<file path="config.mk">
export PLATFORM = sky130hd
export DESIGN_NAME = forwarding_hazard_unit
export DESIGN_NICKNAME = d
export VERILOG_FILES = /design/src/rtl/forwarding_hazard_unit.sv
export SDC_FILE = /design/constraint.sdc
export NUM_CORES = 1
export LEC_CHECK = 0
export CORE_MARGIN = 1.5
export CORE_UTILIZATION = 51
export DETAILED_ROUTE_END_ITERATION = 8
export GPL_ROUTABILITY_DRIVEN = 0
export PLACE_DENSITY = 0.84
export SETUP_SLACK_MARGIN = 0.02
export SLEW_MARGIN = 15
export SYNTH_ARGS = -nofsm -noshare
export SYNTH_HDL_FRONTEND = slang
export SYNTH_SLANG_ARGS = --single-unit
</file>
<file path="constraint.sdc">
create_clock -name clk -period 4.9 [get_ports clk]
set_input_delay 0.98 -clock clk [delete_from_list [all_inputs] [get_ports clk]]
set_output_delay 0.98 -clock clk [all_outputs]
set_load 0.005 [all_outputs]
</file>
<file path="src/rtl/forwarding_hazard_unit.sv">
// EX-stage operand forwarding selects and load-use stall control for a 5-stage MIPS pipeline.
// Keeps shadow copies of destination/write-enable state for the instructions ahead of ID.
module forwarding_hazard_unit #(
   parameter int REG_BITS = 5,
   parameter int CNT_BITS = 16
) (
   input  logic                clk,
   input  logic                rst,
   input  logic                id_valid,
   input  logic [REG_BITS-1:0] id_rs,
   input  logic [REG_BITS-1:0] id_rt,
   input  logic                id_uses_rt,
   input  logic [REG_BITS-1:0] id_dest,
   input  logic                id_regwrite,
   input  logic                id_memread,
   input  logic                flush,
   output logic [1:0]          forward_a,
   output logic [1:0]          forward_b,
   output logic                stall,
   output logic                pc_write,
   output logic                ifid_write,
   output logic                idex_bubble,
   output logic [CNT_BITS-1:0] stall_count
);

   // MEM/WB needs no shadow: that writer is resolved by register-file write-before-read,
   // and a load in EX/MEM is already forwardable, so memread is only tracked in ID/EX.
   logic [REG_BITS-1:0] e_dest;
   logic                e_regwrite;
   logic                e_memread;
   logic [REG_BITS-1:0] m_dest;
   logic                m_regwrite;

   logic e_hit_rs, e_hit_rt, m_hit_rs, m_hit_rt;
   logic advance;
   logic [1:0] fa_next, fb_next;

   always_comb begin
      e_hit_rs = e_regwrite && (e_dest != '0) && (e_dest == id_rs);
      e_hit_rt = e_regwrite && (e_dest != '0) && (e_dest == id_rt);
      m_hit_rs = m_regwrite && (m_dest != '0) && (m_dest == id_rs);
      m_hit_rt = m_regwrite && (m_dest != '0) && (m_dest == id_rt);

      stall = !rst && id_valid && !flush && e_memread && (e_dest != '0) &&
              ((e_dest == id_rs) || (id_uses_rt && (e_dest == id_rt)));

      pc_write    = !stall;
      ifid_write  = !stall;
      idex_bubble = !rst && (stall || flush);
      advance     = id_valid && !stall && !flush;

      fa_next = 2'b00;
      if (e_hit_rs)      fa_next = 2'b10;
      else if (m_hit_rs) fa_next = 2'b01;

      fb_next = 2'b00;
      if (id_uses_rt) begin
         if (e_hit_rt)      fb_next = 2'b10;
         else if (m_hit_rt) fb_next = 2'b01;
      end
   end

   always_ff @(posedge clk) begin
      if (rst) begin
         e_dest      <= '0;
         e_regwrite  <= 1'b0;
         e_memread   <= 1'b0;
         m_dest      <= '0;
         m_regwrite  <= 1'b0;
         forward_a   <= 2'b00;
         forward_b   <= 2'b00;
         stall_count <= '0;
      end else begin
         m_dest     <= e_dest;
         m_regwrite <= e_regwrite;
         if (advance) begin
            e_dest     <= id_dest;
            e_regwrite <= id_regwrite;
            e_memread  <= id_memread;
            forward_a  <= fa_next;
            forward_b  <= fb_next;
         end else begin
            e_dest     <= '0;
            e_regwrite <= 1'b0;
            e_memread  <= 1'b0;
            forward_a  <= 2'b00;
            forward_b  <= 2'b00;
         end
         if (stall && (stall_count != '1))
            stall_count <= stall_count + 1'b1;
      end
   end

endmodule
</file>
* Word level (Yosys, flattened, before mapping)
Cells that the tools add are included.
** Storage, ports and cells
- Input port bits :: 22
- Register bits :: 33
- Output and inout port bits :: 24
** Operators by class
- Bitwise operators :: 2
- Mux-type cells :: 4
- Reduce and logical (&&, ||, !) cells :: 27
- Eq/ne operators :: 5
- Add/sub/neg operators :: 1
** Operators by type and width (count)
- == test 5 bit :: 4
- adder 16 x 1 -> 16 bit, second input constant :: 1
- logical AND 1 bit :: 16
- != test 16 bit, second input constant :: 1
- nonzero test 5 bit :: 2
- OR reduction 3 bit :: 2
- two-way mux 2 bit :: 2
- OR reduction 4 bit :: 1
- logical NOT 1 bit :: 3
- logical OR 1 bit :: 2
- two-way mux 1 bit :: 2
- NOT 1 bit :: 2
- OR reduction 2 bit :: 1

* Logic depth before layout (Yosys ltp)
Gate-level depths: netlist of run 1.
- Depth after elaboration :: 11
- Mapped depth :: 8

* Worst setup path after synthesis of run 1
Ideal clock, no wire load.
- Kind :: in2out
- Start point :: input id_rs[4]
- End point :: output idex_bubble
- Stages :: 6
- Setup slack :: 1844 ps
- Data required time :: 3920 ps
- Data arrival time :: 2076 ps
- Cells stage by stage :: xnor2_1 -> nand3_1 -> nor3_4 -> o21ai_0 -> clkbuf_1 -> a21oi_1
** On the way
- Longest elaborated chain between the ends :: 5
** Ends and longest elaborated chain
- from (decl) :: line 10 : input logic [REG_BITS-1:0] id_rs,
- == test 5 bit :: line 45 : ((e_dest == id_rs) || (id_uses_rt && (e_dest == id_rt)));
- logical OR 1 bit :: line 45
- logical AND 1 bit :: line 44 : stall = !rst && id_valid && !flush && e_memread && (e_dest != '0) &&
- logical OR 1 bit :: line 49 : idex_bubble = !rst && (stall || flush);
- logical AND 1 bit :: line 49
- to (decl) :: line 22 : output logic idex_bubble,
No other way between the ends.

* Final worst setup path of run 1
Ends and elaborated chain as after synthesis.

==> flow_metrics.env, run 1 <==
export IMPL_max_cap_violations=0
export IMPL_dp_hpwl_um=3000
export IMPL_netlist_top_cells_count="33 x dfxtp_1, 12 x nor2_1, 12 x xor2_1, 11 x xnor2_1, 10 x a21oi_1"
export IMPL_status="complete, no violations"
export IMPL_setup_viol=0
export IMPL_end_kind="output pin"
export IMPL_power_density_nw_per_um2=217
export IMPL_min_to="m_regwrite"
export IMPL_via_per_inst=5.68
export IMPL_numClockSinks=33
export IMPL_die_y_um=59.5
export IMPL_synth_area_leader_cell="dfxtp_1"
export IMPL_antenna_found_initial=0
export IMPL_wl_um=3890
export IMPL_synth_top_area_share_pct=40.6
export IMPL_crit_fanout=6
export IMPL_ant_nets=0
export IMPL_r2r_slack_ps=2710
export IMPL_cts_max_path_buffers=2
export IMPL_vias=1528
export IMPL_r2r_start="e_dest[1]"
export IMPL_synth_edff_count=0
export IMPL_port_buffers=45
export IMPL_power_leakage_nw=0.764
export IMPL_min_from="e_regwrite"
export IMPL_finalCritPeriodShare_pct=85.2
export IMPL_clock_latency_ps=330
export IMPL_hp_class="flop to flop"
export IMPL_syn_to_final_growth_pct=32.8
export IMPL_ir_worst_vdd_uv=147
export IMPL_clkTransAtPathRegs_ps=90
export IMPL_async_flop_share_pct=0
export IMPL_seq_area_frac_synth_pct=40.6
export IMPL_htreeDepth=2
export IMPL_worst_endpoint_arrival_ps=3200
export IMPL_drc=0
export IMPL_postCtsSetupBuffers=0
export IMPL_regToRegEndpoint="stall_count[13]"
export IMPL_avgSynthCellArea_um2=9.19
export IMPL_yosys_warnings=0
export IMPL_hold_violations=0
export IMPL_cts_root_buf="clkbuf_4"
export IMPL_ys_seq_elements=33
export IMPL_final_nets=248
export IMPL_initial_utilization_pct=53.3
export IMPL_diodes=0
export IMPL_grt_ovfl_total=0
export IMPL_synthCells=177
export IMPL_core_area_um2=3050
export IMPL_die_area_um2=3540
export IMPL_drt_iter0_markers=85
export IMPL_syn_nets=200
export IMPL_drive_gt1_share_pct=8.00
export IMPL_grt_max_degree=28
export IMPL_setup_worst_path_start_class="input port"
export IMPL_timing_worst_slew_pin_value_ps=642
export IMPL_cts_tree="built"
export IMPL_ys_top_cells_by_area="dfxtp_1 41%, xor2_1 6.5%, xnor2_1 5.9%"
export IMPL_hold_buffers=0
export IMPL_track_usage_pct=24.8
export IMPL_die_x_um=59.5
export IMPL_clock_skew_ps=4.32
export IMPL_setup_tns_ps=0
export IMPL_ys_flop_type="dfxtp_1"
export IMPL_max_freq_mhz=239
export IMPL_cp_required_ps=3920
export IMPL_ys_types=36
export IMPL_r2r_cells=7
export IMPL_critPathKind="input port to output pin"
export IMPL_rsz0062_at_grt="no"
export IMPL_grt_pass1_vias=1408
export IMPL_fin_util_pct=70.8
export IMPL_first_pass_iters=4
export IMPL_io_pins=46
export IMPL_relSlewSlack_pct=57.1
export IMPL_grt_pass1_wl_um=6430
export IMPL_yosysMostFrequentCell="dfxtp_1"
export IMPL_wl_per_cell_um=14.5
export IMPL_post_cts_resize_count=0
export IMPL_rows=20
export IMPL_min_path_cells=1
export IMPL_min_period_ps=4180
export IMPL_slew_viol_final=0
export IMPL_finalPower_w=0.000470
export IMPL_syn_area_um2=1630
export IMPL_numCtsBuffers=5
worst max-delay path: stages:
cell and delay [ps]:
clkdlybuf4s50_1 530, xnor2_1 150, nand3_1 150, nor3_4 360, o21ai_0 300, a21oi_1 220
clkdlybuf4s50_1 510
routing by layer:
metal | share of wire (%) | track usage [%] | vias to the layer above | wire length [um]
met5 | 0 | 0 | - | 0
met3 | 7.4 | 6.99 | 12 | 288
met2 | 50 | 40.3 | 77 | 1940
met1 | 40 | 29.6 | 699 | 1570
met4 | 2.4 | 13.0 | 0 | 92
li1 | - | - | 740 | -
worst max-delay path by stage:
stage / from / end
2_1_floorplan: id_rs[4] / idex_bubble
3_3_place_gp: id_rs[0] / idex_bubble
3_5_place_dp: id_rs[4] / idex_bubble
4_1_cts: id_rs[4] / idex_bubble
5_1_grt: id_rs[0] / idex_bubble
6_report: id_rs[4] / idex_bubble
state kept, by name (all words and copies together), names as in the netlist:
register	flops
e_dest	5
e_memread	1
m_regwrite	1
e_regwrite	1
forward_a	2
forward_b	2
stall_count	16
m_dest	5
power by group:
part / switching [W] / leakage, nW / internal [W]
clock network: 0.0000830 / 0.0314 / 0.0000676
logic: 0.0000197 / 0.466 / 0.0000266
registers: 0.00000267 / 0.267 / 0.000270
final cells by class:
class	count	area (um^2)
multi-input cells	133	906
fillers	251	892
flip-flops and latches	33	661
repair buffers	47	465
clock buffers	7	55.1
well taps	44	55.1
inverters	5	18.8
cells by family (layout without fill, tap and decap cells):
family	count (synthesis)	after routing	synth area share (%)
AOI/OAI and AO/OA	29	29	11.8
xor gates and xnor gates	23	23	12.4
adders and majority gates	1	1	0.769
buffers and inverters	11	59	3.69
DFF	33	33	40.6
muxes	4	4	2.69
and+or+nand+nor	76	76	28.1
cell usage in the layout (no fill, tap or decap), drive strengths merged, types with 5 or more instances in the layout:
master | netlist | layout
nor4 | 5 | 5
or3 | 5 | 5
clkdlybuf4s50 | 0 | 45
nand3 | 8 | 8
a21oi | 11 | 11
nor2 | 14 | 14
nand4 | 6 | 6
or4 | 5 | 5
clkbuf | 3 | 7
and3 | 9 | 9
o21ai | 8 | 8
xor2 | 12 | 12
inv | 5 | 5
dfxtp | 33 | 33
xnor2 | 11 | 11
nand2 | 8 | 8
o31ai | 5 | 5
nor2b | 8 | 8
through the flow:
stage | hold slack, ps | setup slack [ps] | instance area [um^2] | instances
floorplan | 431 | 1840 | 1630 | 177
global route | 487 | 585 | 2160 | 269
detailed placement | 459 | 744 | 2110 | 262
global placement | 446 | 838 | 2110 | 262
finish | 465 | 724 | 2160 | 269
CTS | 463 | 725 | 2160 | 269
(Power assumes the default switching activity.)
==> run 2: changes to the inputs <==
--- a/config.mk
+++ b/config.mk
@@ -6,12 +6,14 @@
 export NUM_CORES = 1
 export LEC_CHECK = 0
 export CORE_MARGIN = 1.5
-export CORE_UTILIZATION = 51
+export CORE_UTILIZATION = 53
+export CTS_BUF_LIST = sky130_fd_sc_hd__clkbuf_8
 export DETAILED_ROUTE_END_ITERATION = 8
 export GPL_ROUTABILITY_DRIVEN = 0
-export PLACE_DENSITY = 0.84
+export PLACE_DENSITY = 0.86
 export SETUP_SLACK_MARGIN = 0.02
-export SLEW_MARGIN = 15
+export SKIP_CTS_REPAIR_TIMING = 1
+export SLEW_MARGIN = 20
 export SYNTH_ARGS = -nofsm -noshare
 export SYNTH_HDL_FRONTEND = slang
 export SYNTH_SLANG_ARGS = --single-unit
==> run 2 against run 1 <==
  * Via count shrank 3.1%
  * Utilization grew 6.1 points
  * Total power increased by 10%
  * Cell count down 4.5%
  * First-iteration DRC count decreased by 27%
  * Clock power up 32%
  * Count of clock-buffer cells in the layout is 2 lower
  * Non-clock buffer count did not move
  * Sequential power about the same
  * Sequential share of layout area shrank 0.21 points
  * Global-route usage down 0.45 points
  * Combinational power is 1% lower
  * Largest power group unchanged
==> flow_metrics.env, run 2 (synthesis gave the netlist of run 1 again) <==
export IMPL_status="complete, no violations"
export IMPL_cts_max_path_buffers=2
export IMPL_r2r_slack_ps=2770
export IMPL_drive_gt1_share_pct=8.85
export IMPL_multi_input_comb_area_um2=906
export IMPL_top_regs="stall_count (16), e_dest (5), m_dest (5)"
export IMPL_crit_fanout=14
export IMPL_via_per_inst=5.76
export IMPL_r2r_cells=6
export IMPL_timing_worst_slew_pin_value_ps=635
export IMPL_most_common_layout_cells="45 x clkdlybuf4s50_1, 33 x dfxtp_1, 12 x xor2_1, 12 x nor2_1, 11 x xnor2_1"
export IMPL_wl_um=3720
export IMPL_min_period_ps=4110
export IMPL_setup_tns_ps=0
export IMPL_clkTransAtPathRegs_ps=60
export IMPL_min_from="e_regwrite"
export IMPL_final_nets=248
export IMPL_core_area_um2=2830
export IMPL_largest_reg_flops=16
export IMPL_wl_per_cell_um=14.5
export IMPL_drc=0
export IMPL_p_clk_share_pct=38.5
export IMPL_initial_utilization_pct=57.5
export IMPL_power_frac_comb_pct=8.8
export IMPL_regMostFlops="stall_count"
export IMPL_worst_endpoint_arrival_ps=3130
export IMPL_grt_max_degree=28
export IMPL_r2r_start="stall_count[0]"
export IMPL_layout_setup_ws_ps=794
export IMPL_ant_nets=0
export IMPL_die_area_um2=3410
export IMPL_die_y_um=58.4
export IMPL_die_x_um=58.4
export IMPL_power_frac_seq_pct=52.7
export IMPL_register_area_um2=661
export IMPL_syn_to_final_growth_pct=33.8
export IMPL_rows=19
export IMPL_clock_latency_ps=290
export IMPL_dp_hpwl_um=2870
export IMPL_hold_violations=0
export IMPL_end_kind="output pin"
export IMPL_cts_tree="built"
export IMPL_grt_pass1_wl_um=6190
export IMPL_drt_iter0_markers=62
export IMPL_port_buffers=45
export IMPL_max_freq_mhz=244
export IMPL_rsz0062_at_grt="no"
export IMPL_sw_frac_of_total_pct=23.8
export IMPL_final_common_cell="clkdlybuf4s50_1"
export IMPL_cp_required_ps=3920
export IMPL_regToRegEndpoint="stall_count[10]"
export IMPL_clock_skew_ps=6.34
export IMPL_io_pins=46
export IMPL_critPathKind="input port to output pin"
export IMPL_max_cap_violations=0
export IMPL_min_to="m_regwrite"
export IMPL_min_path_cells=1
export IMPL_antenna_found_initial=0
export IMPL_vias=1480
export IMPL_htreeDepth=2
export IMPL_ir_worst_vdd_uv=218
export IMPL_track_usage_pct=24.4
export IMPL_intPower_w=0.000395
export IMPL_finalCritPeriodShare_pct=83.8
export IMPL_power_leakage_nw=0.777
export IMPL_diodes=0
export IMPL_cts_root_buf="clkbuf_8"
export IMPL_n_fill_cell=192
export IMPL_first_pass_iters=4
export IMPL_fin_util_pct=76.9
export IMPL_grt_pass1_vias=1404
export IMPL_pre_cts_ws_ps=836
export IMPL_numCtsBuffers=5
export IMPL_relSlewSlack_pct=57.6
export IMPL_switchingPower_w=0.000124
export IMPL_grt_ovfl_total=0
export IMPL_hp_class="flop to flop"
export IMPL_setup_viol=0
export IMPL_power_density_nw_per_um2=238
export IMPL_slew_viol_final=0
export IMPL_setup_worst_path_start_class="input port"
export IMPL_numClockSinks=33
==> run 2: power by group through the flow <==
stage          Combinational [W]  Sequential [W]  Clock (W)
2_1_floorplan          0.0000215        0.000278          0
3_3_place_gp           0.0000439        0.000279          0
3_5_place_dp           0.0000453        0.000279          0
4_1_cts                0.0000458        0.000273   0.000204
5_1_grt                0.0000494        0.000273   0.000217
6_report               0.0000457        0.000273   0.000200
==> run 2: routing by layer <==
metal	part of all wire [%]	wire [um]	vias to the layer above	GRT usage (%)
li1	-	-	742	-
met5	0	0	-	0
met4	2.4	88	0	11.6
met2	47	1760	50	37.4
met1	44	1620	677	30.4
met3	6.8	251	11	8.79
==> run 2: stage by stage <==
| step | cells | hold WS (ps) | cell area, um^2 | total power, W |
|---|---|---|---|---|
| 2_1_floorplan | 177 | 431 | 1630 | 0.000300 |
| 3_3_place_gp | 249 | 440 | 2090 | 0.000323 |
| 3_5_place_dp | 249 | 460 | 2090 | 0.000325 |
| 4_1_cts | 257 | 471 | 2180 | 0.000523 |
| 5_1_grt | 257 | 479 | 2180 | 0.000539 |
| 6_report | 257 | 469 | 2180 | 0.000518 |
==> run 2: worst max path at each step <==
stage | from | to | slack [ps] | depth (start not counted)
floorplan | id_rs[4] | idex_bubble | 1840 | 6
global placement | id_rs[4] | idex_bubble | 910 | 8
detailed placement | id_rs[0] | idex_bubble | 840 | 8
CTS | id_rs[0] | idex_bubble | 800 | 8
global route | id_rs[4] | idex_bubble | 660 | 8
finish | id_rs[0] | idex_bubble | 790 | 8
==> run 2: final cells by class <==
cell class | count | area share [%]
clock buffer | 5 | 3.16
clock inverter | 3 | 0.805
inverter | 5 | 0.863
multi-input combinational | 133 | 41.6
sequential | 33 | 30.4
tap | 31 | 1.78
timing repair buffer | 47 | 21.4
==> run 2: worst max-delay path, cell delays in order <==
cell and delay, ps:
clkdlybuf4s50_1 500, xnor2_1 150, nand3_1 160, nor3_4 330, o21ai_0 140, buf_4 200, a21oi_1 150, clkdlybuf4s50_1 510
